--- config.mk ---
export PLATFORM = sky130hd
export DESIGN_NAME = gates_pipe
export DESIGN_NICKNAME = d
export VERILOG_FILES = /design/src/rtl/gates_pipe.sv
export SDC_FILE = /design/constraint.sdc
export NUM_CORES = 1
export LEC_CHECK = 0
export ABC_CLOCK_PERIOD_IN_PS = 2370
export BUFFER_PORTS_ARGS = -buffer_cell sky130_fd_sc_hd__clkbuf_2
export CAP_MARGIN = 25
export CORE_UTILIZATION = 53
export CTS_BUF_LIST = sky130_fd_sc_hd__clkbuf_2
export DETAILED_ROUTE_END_ITERATION = 10
export PLACE_DENSITY = 0.79
export SYNTH_ARGS = -nofsm -noshare
export SYNTH_HDL_FRONTEND = slang
export SYNTH_SLANG_ARGS = --single-unit
--- constraint.sdc ---
create_clock -name clk -period 2.37 [get_ports clk]
set_input_delay 0.237 -clock clk [delete_from_list [all_inputs] [get_ports clk]]
set_output_delay 0.237 -clock clk [all_outputs]
set_load 0.01 [all_outputs]
--- src/rtl/gates_pipe.sv ---
// rtl/gates_pipe.sv - pipelined eight-function bitwise gate block with element and reduce modes
module gates_pipe #(
  parameter int WIDTH = 8,
  parameter int CNT_W = 16
) (
  input  logic             clk,
  input  logic             clr,
  input  logic [WIDTH-1:0] a,
  input  logic [WIDTH-1:0] b,
  input  logic [2:0]       op,
  input  logic             mode,
  input  logic             in_valid,
  input  logic             in_last,
  output logic             in_ready,
  output logic [WIDTH-1:0] z,
  output logic             z_zero,
  output logic             z_ones,
  output logic             out_valid,
  input  logic             out_ready,
  output logic [CNT_W-1:0] res_cnt,
  output logic             busy
);

  localparam logic [2:0] OP_AND  = 3'd0;
  localparam logic [2:0] OP_NAND = 3'd1;
  localparam logic [2:0] OP_OR   = 3'd2;
  localparam logic [2:0] OP_NOR  = 3'd3;
  localparam logic [2:0] OP_XOR  = 3'd4;
  localparam logic [2:0] OP_XNOR = 3'd5;
  localparam logic [2:0] OP_NOTA = 3'd6;

  localparam logic MODE_ELEM = 1'b0;

  // Per-bit function; NOT a and pass a ignore y.
  function automatic logic [WIDTH-1:0] bitfn(
    input logic [WIDTH-1:0] x,
    input logic [WIDTH-1:0] y,
    input logic [2:0]       sel
  );
    logic [WIDTH-1:0] r;
    case (sel)
      OP_AND:  r = x & y;
      OP_NAND: r = ~(x & y);
      OP_OR:   r = x | y;
      OP_NOR:  r = ~(x | y);
      OP_XOR:  r = x ^ y;
      OP_XNOR: r = ~(x ^ y);
      OP_NOTA: r = ~x;
      default: r = x;
    endcase
    return r;
  endfunction

  logic [WIDTH-1:0] acc;
  logic             first;

  logic             accept;
  logic             deliver;
  logic [WIDTH-1:0] elem_res;
  logic [WIDTH-1:0] red_res;
  logic [WIDTH-1:0] new_res;
  logic             new_out;

  // Single output register: a new beat may enter whenever the slot is empty or being drained.
  assign in_ready = !out_valid || out_ready;
  assign accept   = in_valid && in_ready;
  assign deliver  = out_valid && out_ready;

  // Result selection for the beat currently offered.
  always_comb begin
    elem_res = bitfn(a, b, op);
    red_res  = first ? a : bitfn(acc, a, op);
    new_res  = (mode == MODE_ELEM) ? elem_res : red_res;
    new_out  = accept && ((mode == MODE_ELEM) || in_last);
  end

  // Output register: load on a producing accept, drop valid once drained, otherwise hold.
  always_ff @(posedge clk) begin
    if (clr) begin
      z         <= '0;
      z_zero    <= 1'b0;
      z_ones    <= 1'b0;
      out_valid <= 1'b0;
    end else if (new_out) begin
      z         <= new_res;
      z_zero    <= (new_res == '0);
      z_ones    <= (&new_res);
      out_valid <= 1'b1;
    end else if (deliver) begin
      out_valid <= 1'b0;
    end
  end

  // Delivered-result counter, wrapping naturally at its width.
  always_ff @(posedge clk) begin
    if (clr) begin
      res_cnt <= '0;
    end else if (deliver) begin
      res_cnt <= res_cnt + CNT_W'(1);
    end
  end

  // Reduce packet tracking; an element beat closes any open packet.
  always_ff @(posedge clk) begin
    if (clr) begin
      acc   <= '0;
      first <= 1'b1;
      busy  <= 1'b0;
    end else if (accept) begin
      if (mode == MODE_ELEM || in_last) begin
        first <= 1'b1;
        busy  <= 1'b0;
      end else begin
        acc   <= red_res;
        first <= 1'b0;
        busy  <= 1'b1;
      end
    end
  end

endmodule

Yosys cells after proc, flatten, opt, wreduce, memory -nomap -nowiden. Index checks and enable logic that the tools add are counted.

Output and inout port bits: 29. Memory bits (read-only): 0. Register bits after elaboration: 37. RAM bits: 0. Logic and storage cells: 50. Bits in latches: 0. Memories: 0.

Order comparisons: 0. Div/mod/pow operators: 0. Multiply operators: 0. $add $sub $neg: 1. Equal/unequal tests: 6. Multiplexer cells: 8. Bitwise gates (word level): 16. Reduce and logical (&&, ||, !) cells: 11. Shift-type cells: 0.

Operators by type and width (number): $pmux 8 s7 (2); $not 8->8 (8); $add 16x1->16 const B (1); $and 8x8->8 (2); $mux 8 (2); $or 8x8->8 (2); $xor 8x8->8 (2); $eq 3x3->1 const B (3); $logic_not 8->1 (1); $reduce_and 8->1 (1); $eq 3x2->1 const B (2); $mux 1 (4); $eq 3x1->1 const B (1); $logic_and 1x1->1 (3); $logic_not 3->1 (1); $logic_or 1x1->1 (2); $not 1->1 (2); $reduce_and 2->1 (1); $reduce_bool 2->1 (1); $logic_not 1->1 (1).

Longest topological paths before layout. Gate-level depths: netlist (run 1).

Depth in word-level cells: 6. Depth in mapped cells: 10. Depth with buffers taken out: 9.

Least setup slack after synthesis (run 1). OpenSTA, ideal clock, no wires.

Kind: reg2reg. From: register acc[2]. To: register z_ones. Buffers on the path: 0. Arrival: 2303 ps. Path slack: -18 ps. Library setup time: 84 ps. Stages on the path, launching flop included: 9. Cell sequence: dfxtp_1 > inv_1 > ha_1 > mux4_1 > xnor2_1 > and2_1 > a2bb2oi_1 > or4_1 > o31ai_2.

Word-level cells in the longest chain between the ends: 6. Elaborated cells between the ends (all ways): 11. Those cells by class: mux (3); bitwise (7); reduce/logical (1).

Ends and longest elaborated chain: start: declaration (line 54) `logic [WIDTH-1:0] acc;`; start signal: assignment (line 114) `acc <= red_res;`; $xor 8x8->8, or another cell as far along (line 46, 47); $not 8->8 (on tied branches) (line 47, 43, 45); $pmux 8 s7 (*) (line 41) `case (sel)`; $mux 8 (*) (line 72) `red_res = first ? a : bitfn(acc, a, op);`; $mux 8 (*) (line 73) `new_res = (mode == MODE_ELEM) ? elem_res : red_res;`; $reduce_and 8->1 (*) (line 87) `z_ones <= (&new_res);`; end signal: assignment (line 87); end: declaration (line 17) `output logic z_ones,`.

Mark *: on every way between the ends. The rest lies on a longest branch, timed or not. A chain may end at the register's enable or synchronous reset.

Final worst setup path (run 1).
From: register acc[0]. To: register z_ones.

The elaborated chain is that of the path after synthesis.

==> results of run 1 <==
layout make-up:
cell class                      count  area, µm²  share of cell area [%]
Inverter                           38        143                    3.93
Timing Repair Buffer               90        559                    15.4
Clock buffer                        5       25.0                   0.690
Sequential cell                    37        746                    20.6
Clock inverter                      3       17.5                   0.483
Tap cell                           70       87.6                    2.41
Multi-Input combinational cell    272       2050                    56.5
kinds of logic after synthesis:
family | after synthesis
fa+ha+maj | 33
xor+xnor | 26
flops | 37
simple gates | 123
compound gates | 75
mux | 15
buf+inv | 58
where the power goes:
| part | internal [mW] | switching (mW) | total (mW) |
|---|---|---|---|
| Combinational | 0.225 | 0.256 | 0.481 |
| Clock | 0.0699 | 0.219 | 0.289 |
| Sequential | 0.646 | 0.0146 | 0.661 |
| Total | 0.941 | 0.489 | 1.43 |
what timing repair did:
item / 4_1_cts / 5_1_grt
buffers inserted: 4 / 0
pin swaps: 6 / 3
resized for setup: 13 / 7
setup endpoints to repair: 1 / 2
sequential cells by signal (all words and copies together), names as in the netlist:
name / flops
res_cnt: 16
acc: 8
first: 1
z_zero: 1
z: 8
z_ones: 1
out_valid: 1
busy: 1
how the worst min path moves through the flow:
stage                   start         end  slack [ps]  depth (start not counted)
finish              out_ready  res_cnt[1]         130                          3
global route        out_ready  res_cnt[1]         120                          3
CTS                 out_ready  res_cnt[1]         110                          3
detailed placement     z_zero      z_zero         450                          2
global placement       z_zero      z_zero         450                          2
floorplan           out_ready  res_cnt[1]         400                          2
per-layer routing:
layer,vias to the layer above,part of all wire (%)
met5,-,0
met4,0,1.3
met3,10,4.6
met2,80,51
met1,1318,43
li1,1426,-
layout by cell type (no fill, tap or decap), types with 2 or more instances in the layout:
cell	instances
a211oi_1	8
a21oi_1	25
a221oi_1	2
a31oi_1	3
and2_1	2
and3_1	2
buf_4	35
clkbuf_2	58
clkinv_1	2
dfxtp_1	33
dfxtp_2	4
ha_1	29
ha_2	2
ha_4	2
inv_1	35
inv_2	2
mux2i_1	5
mux4_1	3
mux4_2	6
nand2_1	26
nand2b_1	3
nand3_1	9
nand3b_1	2
nand4_1	3
nor2_1	46
nor2b_1	2
nor3_1	11
o211ai_1	7
o21ai_0	12
o21ai_1	2
o22ai_1	3
o31ai_1	2
or3_1	4
or3b_2	2
xnor2_1	10
xor2_1	14
xor2_2	2
metrics by stage:
stage | TNS [ps] | worst slack, ps | instances | util, % | instance area [µm²]
final | -72.7 | -72.7 | 515 | 68.9 | 3630
after global routing | -197 | -125 | 515 | 68.9 | 3630
after CTS | -76.0 | -76.0 | 515 | 68.2 | 3590
after detailed placement | -140 | -140 | 503 | 66.0 | 3480
after global placement | -87.9 | -87.9 | 503 | 66.0 | 3480
after floorplan | 0 | 2.79 | 367 | - | 2980
worst max-delay path, delay by kind of cell, from the launching register on:
family,cells,cell delay (ps)
xor gates and xnor gates,1,200
AOI/OAI and AO/OA,2,340
DFF,1,390
buffers and inverters,1,50
and+or+nand+nor,2,720
muxes,1,480
adders and majority gates,1,200
==> impl_metrics.py, run 1 <==
metrics = {
    "drt": {
        "vias": 2834,
        "ant_nets": 0,
        "post_drt_wl_per_cell_um": 14.0,
        "drt-pass1-iter-count": 4,
        "viasPerCell": 5.50,
        "drt_iter0_drc": 222,
        "drc_errors": 0,
        "wl_um": 7210,
    },
    "setup_path": {
        "critPathArrivalTime_ps": 2760,
        "slowest_stage": "mux4_2",
        "r2r_slack_ps": -70,
        "crit_path_start_kind": "flip-flop",
        "slowest_delay_ps": 480,
        "reg2reg_to": "z_ones",
        "cp-endpoint": "z_ones",
        "reg2reg_from": "acc[0]",
        "end_kind": "flip-flop",
        "cp.required_ps": 2690,
        "crit_chain": "inv_2, ha_4, mux4_2, xor2_2, o22ai_2, or2_1, or4_4, o31ai_2",
        "worst-path-max-fanout": 2,
        "criticalPathCategory": "flip-flop to flip-flop",
        "crit_start": "acc[0]",
        "rr_worst_depth": 8,
    },
    "synthesis": {
        "synth_area_leaders": "dfxtp_1 (25%), ha_1 (14%), nor2_1 (5.8%)",
        "synth_top_area_share_pct": 24.8,
        "synthAdderAreaFrac_pct": 13.8,
        "syn_inst": 367,
        "syn_area_mm2": 0.00298,
        "synth_area_per_cell_um2": 8.12,
        "synth-compound-area-share_pct": 16.0,
        "yosysTopAreaCell": "dfxtp_1",
        "synthSimpleGateAreaFrac_pct": 19.7,
        "synth_warnings": 0,
        "synth_edf_count": 0,
        "synth_xor_area_share_pct": 7.64,
        "ys.flop_type": "dfxtp_1",
        "yosysMostFrequentCell": "nor2_1",
        "seq_area_frac_synth_pct": 24.8,
        "synthTopCellsByCount": "nor2_1 (46), dfxtp_1 (37), inv_1 (37)",
        "synth-seq-cells": 37,
        "synth.area.mux_share_pct": 9.36,
        "synth.distinct_cells": 56,
        "syn_nets": 425,
        "synth_top_family_by_area": "simple AND/OR/NAND/NOR gates",
        "async_reset_ff_share_pct": 0,
    },
    "clock_network": {
        "clkLatencyLatePin_ps": 390,
        "root_buffer": "clkbuf_2",
        "hold_buffers": 0,
        "cts.htree.levels": 2,
        "clockBufferDepth": 2,
        "clk_pin_slew_ps": 200,
        "tritoncts": "done",
        "clock_sinks": 37,
        "cts_made_buffers": 5,
    },
    "cells_and_area": {
        "n_antenna_cell": 0,
        "fill_cells": 449,
        "drive_gt1_share_pct": 28.1,
        "fin_nets": 502,
        "area_delta_synth_final_pct": 21.7,
    },
    "floorplanning": {
        "die_h_um": 77.0,
        "ios": 54,
        "fp.dieW_um": 77.0,
        "core.rowCount": 26,
        "dieArea_mm2": 0.00593,
        "core_mm2": 0.00527,
        "initial_core_util_pct": 56.6,
    },
    "worst_hold_path": {
        "hp-class": "input port to flip-flop",
    },
    "sta": {
        "finalHoldViolCount": 0,
        "setup_viol": 1,
        "max_freq_mhz": 409,
        "hold_slack_ps": 126,
        "final_max_slew_viol_count": 0,
        "tightest_slew_ps": 591,
        "finClkSkew_ps": 9.45,
        "fin_crit_sh_pct": 103,
        "grt_setup_unrepaired": "yes",
        "period_needed_ps": 2440,
        "maxSlewHeadroom_pct": 60.3,
        "fin_ws_ps": -72.7,
    },
    "job": {
        "drv_cap": 0,
    },
    "grt": {
        "met2_usage_pct": 45.1,
        "grt_pass1_wl_um": 12300,
        "grt_pass1_vias": 2738,
        "grt_max_degree": 39,
        "use_met1_pct": 31.9,
        "overflow": 0,
        "antenna_found_initial": 0,
        "gr-usage-all-layers_pct": 25.6,
        "top_usage_layer": "met2",
        "grt_use_met3_pct": 4.40,
    },
    "power": {
        "leakage_nw": 1.65,
        "irDropWorstVdd_mv": 0.379,
        "powerDensity_mw_per_mm2": 394,
        "power.total_mw": 1.43,
    },
    "placed_design": {
        "port_buffers": 53,
        "dp_hpwl_um": 5270,
        "gp_congestion": 0.863,
    },
    "outcome": {
        "status": "finished with violations",
        "violations": "setup timing",
    },
}
Power figures use the tool's default switching activity.
==> run 2: changes to the inputs <==
ABC_AREA = 1   (was unset)
REMOVE_ABC_BUFFERS = 1   (was unset)
==> run 2 against run 1 <==
- the run now ends clean
- sequential power grew 0.9%
- critical path depth grew 1
- flip-flop and latch count is the same
- design area grew 1.4%
- combinational power shrank 8.9%
- synthesized area grew 11%
- largest power group unchanged
==> impl_metrics.py, run 2 <==
metrics = {
    "clock_network": {
        "clockBufferDepth": 2,
        "cts_made_buffers": 5,
        "clkLatencyLatePin_ps": 420,
        "cts.htree.levels": 2,
        "post-cts-setup-buffer-count": 0,
        "root_buffer": "clkbuf_2",
        "tritoncts": "done",
        "clock_sinks": 37,
        "cts_resized": 0,
        "hold_buffers": 0,
        "clk_pin_slew_ps": 190,
    },
    "synthesis": {
        "synthTopCellsByCount": "nand2_1 (144), inv_1 (87), nor2_1 (74)",
        "async_reset_ff_share_pct": 0,
        "syn_inst": 565,
        "synth_warnings": 0,
        "synth_area_leaders": "dfxtp_1 (22%), nand2_1 (16%), ha_1 (12%)",
        "synth_top_area_share_pct": 22.3,
        "synth_top_family_by_area": "simple AND/OR/NAND/NOR gates",
        "seq_area_frac_synth_pct": 22.3,
        "synthSimpleGateAreaFrac_pct": 35.5,
        "yosysMostFrequentCell": "nand2_1",
        "syn_area_mm2": 0.00331,
        "synth-compound-area-share_pct": 15.9,
        "synthAdderAreaFrac_pct": 12.5,
        "synth.area.mux_share_pct": 0.302,
        "synth.distinct_cells": 35,
        "synth_edf_count": 0,
        "synth_xor_area_share_pct": 0.529,
        "synth_area_per_cell_um2": 5.87,
        "yosysTopAreaCell": "dfxtp_1",
        "synth-seq-cells": 37,
        "ys.flop_type": "dfxtp_1",
    },
    "floorplanning": {
        "ios": 54,
        "dieArea_mm2": 0.00657,
        "fp.dieW_um": 81.1,
        "die_h_um": 81.1,
        "core.rowCount": 28,
        "initial_core_util_pct": 55.3,
        "core_mm2": 0.00599,
    },
    "setup_path": {
        "critPathArrivalTime_ps": 2350,
        "worst-path-max-fanout": 5,
        "end_kind": "flip-flop",
        "rr_worst_depth": 9,
        "reg2reg_from": "out_valid",
        "cp.required_ps": 2660,
        "crit_path_start_kind": "flip-flop",
        "criticalPathCategory": "flip-flop to flip-flop",
        "r2r_slack_ps": 310,
        "reg2reg_to": "res_cnt[13]",
    },
    "sta": {
        "fin_setup_tns_ps": 0,
        "hold_slack_ps": 142,
        "final_max_slew_viol_count": 0,
        "grt_setup_unrepaired": "no",
        "fin_crit_sh_pct": 86.8,
        "max_freq_mhz": 486,
        "period_needed_ps": 2060,
        "tightest_slew_ps": 702,
        "finClkSkew_ps": 38.4,
        "maxSlewHeadroom_pct": 53.1,
        "finalHoldViolCount": 0,
        "setup_viol": 0,
    },
    "worst_hold_path": {
        "min_to": "first",
        "worstHoldStart": "in_valid",
        "hold_depth": 4,
        "hp-class": "input port to flip-flop",
    },
    "drt": {
        "viasPerCell": 5.37,
        "vias": 3706,
        "drt-pass1-iter-count": 5,
        "post_drt_wl_per_cell_um": 13.3,
        "drc_errors": 0,
        "ant_nets": 0,
        "drt_iter0_drc": 223,
        "wl_um": 9180,
    },
    "placed_design": {
        "dp_hpwl_um": 6790,
        "port_buffers": 53,
        "gp_congestion": 0.973,
    },
    "grt": {
        "grt_pass1_vias": 3302,
        "gr-usage-all-layers_pct": 29.4,
        "grt_pass1_wl_um": 15000,
        "grt_max_degree": 23,
        "overflow": 0,
        "antenna_found_initial": 0,
    },
    "cells_and_area": {
        "mostFrequentLayoutCell": "nand2_1",
        "seqCellArea_um2": 741,
        "reg.largest.list": "res_cnt x16, acc x8, z x8",
        "n_antenna_cell": 0,
        "multi_input_area_mm2": 0.00214,
        "most-common-layout-cells": "nand2_1 (144), inv_1 (87), nor2_1 (74)",
        "largest_reg_flops": 16,
        "fin_util_pct": 61.4,
        "area_delta_synth_final_pct": 11.1,
        "drive_gt1_share_pct": 13.2,
        "fill_cells": 604,
        "fin_nets": 672,
        "top_register": "res_cnt",
    },
    "power": {
        "switching_share_pct": 38.4,
        "seq_power_share_pct": 47.2,
        "pwr-share-comb_pct": 31.0,
        "intPower_mw": 0.871,
        "irDropWorstVdd_mv": 0.311,
        "power.switching_mw": 0.542,
        "leakage_nw": 2.04,
        "clkPwrFrac_pct": 21.8,
        "powerDensity_mw_per_mm2": 384,
    },
    "job": {
        "drv_cap": 0,
    },
    "outcome": {
        "status": "finished, final reports clean",
    },
}
==> run 2: layer usage <==
metal	global-route usage (%)	part of all wire [%]
met5	0	0
met1	37.9	44
met4	10.9	2.3
met2	49.2	46
met3	4.49	7.7
==> run 2: final cells by class <==
| class | count | area share (%) |
|---|---|---|
| clock buffer | 6 | 0.816 |
| clock inverter | 2 | 0.272 |
| inverter | 92 | 9.38 |
| multi-input combinational | 418 | 58.2 |
| sequential | 37 | 20.1 |
| tap | 75 | 2.55 |
| timing repair buffer | 60 | 8.63 |
==> run 2: cells by family (layout without fill, tap and decap cells) <==
| family | count (synthesis) | after routing |
|---|---|---|
| simple gates | 279 | 279 |
| buf+inv | 110 | 160 |
| flops | 37 | 37 |
| xor+xnor | 2 | 2 |
| fa+ha+maj | 33 | 33 |
| compound gates | 103 | 103 |
| mux | 1 | 1 |
==> run 2: power groups by stage <==
stage	Clock, mW	Combinational [mW]	Sequential (mW)
2_1_floorplan	0	0.269	0.681
3_3_place_gp	0	0.418	0.678
3_5_place_dp	0	0.428	0.679
4_1_cts	0.315	0.430	0.666
5_1_grt	0.339	0.498	0.670
6_report	0.308	0.438	0.667
==> run 2: worst max-delay path: stages, from the launching register on <==
cell	delay, ps
dfxtp_1	400
nand2_1	120
nor3_1	400
nand4_1	220
nor2_1	180
nand2_1	100
nor2_1	180
nand2_1	110
nor3_1	170
nor3_1	80
==> run 2: worst max path at each step <==
| stage | endpoint | slack [ps] | cells past startpoint | from |
|---|---|---|---|---|
| floorplan | res_cnt[13] | 660 | 9 | out_valid |
| global placement | z_zero | 380 | 15 | op[1] |
| detailed placement | z_zero | 260 | 15 | op[1] |
| CTS | res_cnt[13] | 330 | 9 | out_valid |
| global route | res_cnt[13] | 100 | 9 | out_valid |
| finish | res_cnt[13] | 310 | 9 | out_valid |
==> run 2: per-stage QoR <==
stage / setup slack [ps] / std cells / instance area (µm²) / power [mW]
after floorplan: 663 / 547 / 3230 / 0.950
after global placement: 376 / 682 / 3640 / 1.10
after detailed placement: 264 / 682 / 3640 / 1.11
after CTS: 330 / 690 / 3680 / 1.41
after global routing: 95.3 / 690 / 3680 / 1.51
final: 314 / 690 / 3680 / 1.41
